`src/rtl/mm_csr_slave.sv`:
```
// ============================================================================
// Module   : mm_csr_slave
// Purpose  : Avalon-MM CSR block for the matmul engine (config, start, done/irq).
// Revision : 1.0
// ============================================================================
`default_nettype none

module mm_csr_slave #(
    parameter int          ADDR_W    = 4,
    parameter logic [15:0] RST_N_VAL = 16'd0
) (
    input  logic              clk,
    input  logic              rst,
    input  logic [ADDR_W-1:0] avs_address,
    input  logic              avs_read,
    input  logic              avs_write,
    input  logic [31:0]       avs_writedata,
    input  logic [3:0]        avs_byteenable,
    output logic [31:0]       avs_readdata,
    output logic              avs_readdatavalid,
    output logic              avs_waitrequest,
    output logic [31:0]       cfg_baseA,
    output logic [31:0]       cfg_baseB,
    output logic [31:0]       cfg_baseC,
    output logic [15:0]       cfg_N,
    output logic [15:0]       cfg_lda,
    output logic [15:0]       cfg_ldb,
    output logic [15:0]       cfg_ldc,
    output logic [15:0]       cfg_tilesK,
    output logic              core_start,
    input  logic              core_done,
    output logic              irq
);

    localparam logic [ADDR_W-1:0] c_ADDR_CTRL   = ADDR_W'(0);
    localparam logic [ADDR_W-1:0] c_ADDR_STATUS = ADDR_W'(1);
    localparam logic [ADDR_W-1:0] c_ADDR_BASEA  = ADDR_W'(2);
    localparam logic [ADDR_W-1:0] c_ADDR_BASEB  = ADDR_W'(3);
    localparam logic [ADDR_W-1:0] c_ADDR_BASEC  = ADDR_W'(4);
    localparam logic [ADDR_W-1:0] c_ADDR_DIM    = ADDR_W'(5);
    localparam logic [ADDR_W-1:0] c_ADDR_LDAB   = ADDR_W'(6);
    localparam logic [ADDR_W-1:0] c_ADDR_LDC    = ADDR_W'(7);

    typedef enum logic [0:0] {
        S_IDLE = 1'b0,
        S_BUSY = 1'b1
    } state_t;

    state_t      r_state;
    logic [31:0] r_baseA, r_baseB, r_baseC;
    logic [15:0] r_N, r_tilesK, r_lda, r_ldb, r_ldc;
    logic        r_irq_en, r_done, r_err, r_start, r_irq;
    logic [31:0] r_rdata;
    logic        r_rvalid;

    logic [31:0] w_rdata;
    logic [31:0] w_merged;
    logic        w_wr_ctrl, w_w1c, w_start_req, w_accept, w_reject;
    logic        w_cfg_sel, w_cfg_ok, w_cfg_busy, w_done_set, w_err_set;

    function automatic logic [31:0] f_merge(input logic [31:0] old_v,
                                            input logic [31:0] new_v,
                                            input logic [3:0]  be);
        logic [31:0] res;
        for (int i = 0; i < 4; i++) begin
            res[i*8 +: 8] = be[i] ? new_v[i*8 +: 8] : old_v[i*8 +: 8];
        end
        return res;
    endfunction

    // Current register image; also the base for byte-lane merging on writes.
    always_comb begin
        w_rdata = 32'd0;
        case (avs_address)
            c_ADDR_CTRL:   w_rdata = {29'd0, (r_state == S_BUSY), r_irq_en, 1'b0};
            c_ADDR_STATUS: w_rdata = {30'd0, r_err, r_done};
            c_ADDR_BASEA:  w_rdata = r_baseA;
            c_ADDR_BASEB:  w_rdata = r_baseB;
            c_ADDR_BASEC:  w_rdata = r_baseC;
            c_ADDR_DIM:    w_rdata = {r_tilesK, r_N};
            c_ADDR_LDAB:   w_rdata = {r_ldb, r_lda};
            c_ADDR_LDC:    w_rdata = {16'd0, r_ldc};
            default:       w_rdata = 32'd0;
        endcase
    end

    assign w_merged    = f_merge(w_rdata, avs_writedata, avs_byteenable);
    assign w_wr_ctrl   = avs_write && (avs_address == c_ADDR_CTRL) && avs_byteenable[0];
    assign w_w1c       = avs_write && (avs_address == c_ADDR_STATUS) && avs_byteenable[0];
    assign w_start_req = w_wr_ctrl && avs_writedata[0];
    assign w_accept    = w_start_req && (r_state == S_IDLE) && (r_N != 16'd0);
    assign w_reject    = w_start_req && !w_accept;
    assign w_cfg_sel   = avs_write && (avs_address >= c_ADDR_BASEA) && (avs_address <= c_ADDR_LDC);
    assign w_cfg_ok    = w_cfg_sel && (r_state == S_IDLE);
    assign w_cfg_busy  = w_cfg_sel && (r_state == S_BUSY);
    assign w_done_set  = core_done && (r_state == S_BUSY);
    assign w_err_set   = w_reject || w_cfg_busy;

    always_ff @(posedge clk) begin
        if (rst) begin
            r_state  <= S_IDLE;
            r_baseA  <= 32'd0;
            r_baseB  <= 32'd0;
            r_baseC  <= 32'd0;
            r_N      <= RST_N_VAL;
            r_tilesK <= RST_N_VAL;
            r_lda    <= 16'd0;
            r_ldb    <= 16'd0;
            r_ldc    <= 16'd0;
            r_irq_en <= 1'b0;
            r_done   <= 1'b0;
            r_err    <= 1'b0;
            r_start  <= 1'b0;
            r_irq    <= 1'b0;
            r_rdata  <= 32'd0;
            r_rvalid <= 1'b0;
        end else begin
            r_start  <= 1'b0;
            r_rvalid <= avs_read;
            r_irq    <= r_done & r_irq_en;
            if (avs_read) begin
                r_rdata <= w_rdata;
            end

            case (r_state)
                S_IDLE: if (w_accept) begin
                    r_state <= S_BUSY;
                    r_start <= 1'b1;
                end
                S_BUSY: if (core_done) begin
                    r_state <= S_IDLE;
                end
                default: r_state <= S_IDLE;
            endcase

            // Hardware set takes priority over a software clear in the same cycle.
            if (w_done_set) begin
                r_done <= 1'b1;
            end else if (w_w1c && avs_writedata[0]) begin
                r_done <= 1'b0;
            end
            if (w_err_set) begin
                r_err <= 1'b1;
            end else if (w_w1c && avs_writedata[1]) begin
                r_err <= 1'b0;
            end

            if (w_wr_ctrl) begin
                r_irq_en <= avs_writedata[1];
            end

            if (w_cfg_ok) begin
                case (avs_address)
                    c_ADDR_BASEA: r_baseA <= w_merged;
                    c_ADDR_BASEB: r_baseB <= w_merged;
                    c_ADDR_BASEC: r_baseC <= w_merged;
                    c_ADDR_DIM:   {r_tilesK, r_N} <= w_merged;
                    c_ADDR_LDAB:  {r_ldb, r_lda}  <= w_merged;
                    c_ADDR_LDC:   r_ldc <= w_merged[15:0];
                    default: ;
                endcase
            end
        end
    end

    assign avs_readdata      = r_rdata;
    assign avs_readdatavalid = r_rvalid;
    assign avs_waitrequest   = 1'b0;
    assign cfg_baseA         = r_baseA;
    assign cfg_baseB         = r_baseB;
    assign cfg_baseC         = r_baseC;
    assign cfg_N             = r_N;
    assign cfg_tilesK        = r_tilesK;
    assign cfg_lda           = r_lda;
    assign cfg_ldb           = r_ldb;
    assign cfg_ldc           = r_ldc;
    assign core_start        = r_start;
    assign irq               = r_irq;

endmodule

`default_nettype wire
```
`config.mk`:
```
export PLATFORM = sky130hd
export DESIGN_NAME = mm_csr_slave
export DESIGN_NICKNAME = d
export VERILOG_FILES = /design/src/rtl/mm_csr_slave.sv
export SDC_FILE = /design/constraint.sdc
export NUM_CORES = 1
export LEC_CHECK = 0
export ABC_CLOCK_PERIOD_IN_PS = 5000
export CAP_MARGIN = 20
export CORE_UTILIZATION = 45
export CTS_CLUSTER_DIAMETER = 150
export DETAILED_ROUTE_END_ITERATION = 8
export PLACE_DENSITY = 0.74
export SLEW_MARGIN = 20
export SYNTH_ARGS = -nofsm -noshare
export SYNTH_HDL_FRONTEND = slang
export SYNTH_SLANG_ARGS = --single-unit
```
`constraint.sdc`:
```
create_clock -name clk -period 5 [get_ports clk]
set_clock_uncertainty 0.05 [all_clocks]
set_input_delay 1 -clock clk [delete_from_list [all_inputs] [get_ports clk]]
set_output_delay 1 -clock clk [all_outputs]
set_load 0.02 [all_outputs]
```
==> run_results.csv <==
group,metric,value,unit
run_status,status,"finished, final reports clean",
synth,synth_fp_nets,1185,
cells_and_area,area_growth,31.1,%
floorplan,io-pin-count,257,
critical_path,path_max_fanout,40,
place,dp_hpwl,25900,um
cts,path_clk_slew,0.06,ns
power_and_ir_drop,total_leakage_power,4.22,nW
synth,synth_edf_count,0,
cts,ctsHoldBuffers,0,
cts,root_buffer,"clkbuf_16",
critical_path,path_class,"primary input to flip-flop",
cells_and_area,final_util,0.601,
synth,netlist_instances,1140,
place,place_inst,1597,
critical_path,required,5.34,ns
critical_path,critPathMaxStageDelay,0.72,ns
power_and_ir_drop,switching_share,0.258,
floorplan,die_w,154,um
sta,final.setup.tns,0,ns
cts,post_cts_buffers,0,
critical_path,cp-start-kind,"primary input",
routing,wirelength,37700,um
grt,antenna_found_initial,1,
cells_and_area,drive_gt1_frac,0.0709,
sta,slew_violations,0,
floorplan,core-area,22600,um2
routing,via_per_inst,6.29,
critical_path,cp.arrival,3.62,ns
critical_path,path_buf_inv,1,
sta,slew_headroom,0.266,
sta,max_freq,0.305,GHz
worst_hold_path,min_from,"avs_readdata[3]",
routing,remaining_drc_errors,0,
job,drv_cap,0,
critical_path,cp_slowest_cell,"nor3_2",
routing,wl_per_cell,23.0,um
power_and_ir_drop,p_int,2.92,mW
critical_path,cp_cell_sequence,"buf_2 -> nand2b_1 -> nor3_2 -> a2bb2oi_1 -> a2111oi_1",
place,io_buffers,255,
power_and_ir_drop,vdd_drop_max,0.205,mV
power_and_ir_drop,switchingPower,1.01,mW
place,gp_congestion,0.877,
synth,synthFlopType,"dfxtp_1",
synth,ys_types,66,
critical_path,r2r-start,"r_state",
place,place_ws,1.17,ns
routing,drtIter0Drc,1003,
power_and_ir_drop,power,3.93,mW
routing,vias,10300,
synth,netlist_area,10400,um2
sta,worst_slew_pin_slew,1.10,ns
sta,hold_violations,0,
grt,grt.total_usage,0.311,
synth,syn_avg_cell_area,9.11,um2
floorplan,rows,55,
floorplan,die_area,23700,um2
sta,setup_ws,1.72,ns
cts,htreeDepth,1,
power_and_ir_drop,combinationalPowerShare,0.109,
cts,cts_sinks,215,
power_and_ir_drop,p_clk_frac,0.437,
sta,post-route-period-util,0.656,
sta,rsz0062_at_grt,"false",
cts,post_cts.resized_instances,0,
floorplan,initial_core_util,0.459,
cts,cts_buffers,23,
synth,yosys_warnings,0,
sta,whs,0.433,ns
grt,grt_pass1_wl,57500,um
cells_and_area,final_net_count,1382,
sta,min_period,3.28,ns
power_and_ir_drop,cellPowerDensity,289,nW/um2
place,placed_area,12900,um2
cts,cts_tree,"built",
routing,dr.pass1.iters,5,
critical_path,endpoint_kind,"flip-flop",
routing,antenna_left,0,
grt,grt.overflow.total,0,
cts,worstSkewPairLatency,0.52,ns
worst_hold_path,hold_path_class,"flip-flop to flip-flop",
grt,first_global_vias,9825,
cells_and_area,fin_area,13600,um2
cells_and_area,final_cells,1640,
synth,synthArstFlopShare,0,
synth,ys_seq_area_frac,0.414,
power_and_ir_drop,seqPwrFrac,0.454,
critical_path,startpoint,"avs_address[2]",
sta,finalSetupViolCount,0,
cts,clock_path_buffers,3,
synth,postSynthRegisterBits,215,
floorplan,die_y,154,um
critical_path,crit_family,"simple AND/OR/NAND/NOR gates",
grt,grt_max_degree,108,
-- flip-flops by register name, indices dropped and copies added, names as in the netlist, 16 cells and up --
name          flops
cfg_ldc          16
cfg_baseB        32
cfg_N            16
cfg_ldb          16
cfg_baseA        32
cfg_lda          16
cfg_tilesK       16
avs_readdata     32
cfg_baseC        32
-- power by group through the flow --
| stage | clock, mW | sequential [mW] | combinational, mW |
|---|---|---|---|
| 2_1_floorplan | 0 | 1.85 | 0.211 |
| 3_3_place_gp | 0 | 1.82 | 0.413 |
| 3_5_place_dp | 0 | 1.82 | 0.418 |
| 4_1_cts | 1.73 | 1.78 | 0.421 |
| 5_1_grt | 1.80 | 1.79 | 0.451 |
| 6_report | 1.72 | 1.78 | 0.427 |
-- cells in the mapped netlist, types with 23 or more instances --
cell type,instances,area (um2)
clkbuf_1,46,173
o21ai_0,23,115
dfxtp_1,215,4300
inv_1,34,128
nor2_1,158,593
mux2i_1,97,971
a21oi_1,31,155
o31ai_1,26,195
nand3_1,60,300
nand2b_1,43,269
a211oi_1,88,661
-- logic make-up (layout without fill, tap and decap cells) --
family          after synthesis  in the layout  synth area share
mux                          98             98            0.0946
simple gates                378            378             0.193
compound gates              310            310             0.229
flops                       215            215             0.414
other cells                   1              2          0.000361
buf+inv                     138            352            0.0684
-- area by class of cell --
cell class                 count  area (um2)
fill                        1958        9030
multi-input combinational    787        5380
sequential                   215        4300
timing repair buffer         276        2700
clock buffer                  32         639
tap                          285         357
inverter                      34         128
clock inverter                10         111
antenna                        1        2.50
-- tightest hold or removal path, stage by stage, from the launching register on --
cell and delay (ns):
dfxtp_1 0.31, nor2_1 0.08, a311oi_1 0.05
-- cell usage in the layout (no fill, tap or decap), types with 4 or more instances in the layout --
cell | synthesis | final
clkdlybuf4s50_1 | 0 | 250
dfxtp_1 | 215 | 215
nor2_1 | 158 | 158
mux2i_1 | 97 | 97
a211oi_1 | 88 | 88
nand3_1 | 60 | 60
nand2b_1 | 43 | 43
inv_1 | 34 | 34
a21oi_1 | 31 | 31
o31ai_1 | 26 | 26
o21ai_0 | 23 | 23
clkbuf_16 | 0 | 23
nand2_1 | 22 | 22
a2111oi_0 | 22 | 22
a311oi_1 | 21 | 21
buf_4 | 16 | 20
o32ai_1 | 15 | 15
a2111oi_1 | 15 | 15
nand3b_1 | 13 | 13
a2bb2oi_1 | 11 | 11
a22oi_1 | 11 | 11
nor3_1 | 12 | 11
o22ai_1 | 10 | 10
nor4_1 | 9 | 9
and3b_1 | 8 | 8
a22o_1 | 8 | 8
o31ai_2 | 7 | 7
and2_1 | 6 | 6
or3b_2 | 6 | 6
nand4b_1 | 6 | 6
clkbuf_1 | 46 | 6
o22a_1 | 5 | 5
nor2b_1 | 4 | 4
nand4bb_1 | 4 | 4
nor2_4 | 4 | 4
clkinv_2 | 0 | 4
buf_2 | 22 | 4
-- path summary, 6_finish.rpt --
path / slack (ns) / depth (start not counted) / endpoint
max: 1.72 / 5 / cfg_baseB[19]
min: 0.43 / 2 / avs_readdata[3]
max reg2reg: 2.39 / 4 / cfg_baseA[26]
min reg2reg: 0.43 / 2 / avs_readdata[3]
-- metal layers --
metal / share of wire / GRT usage / vias to the layer above
met1: 0.42 / 0.423 / 4930
li1: - / - / 4661
met5: 0 / 0 / -
met4: 0.033 / 0.126 / 0
met2: 0.46 / 0.488 / 629
met3: 0.095 / 0.0527 / 91
(Power assumes the default switching activity.)
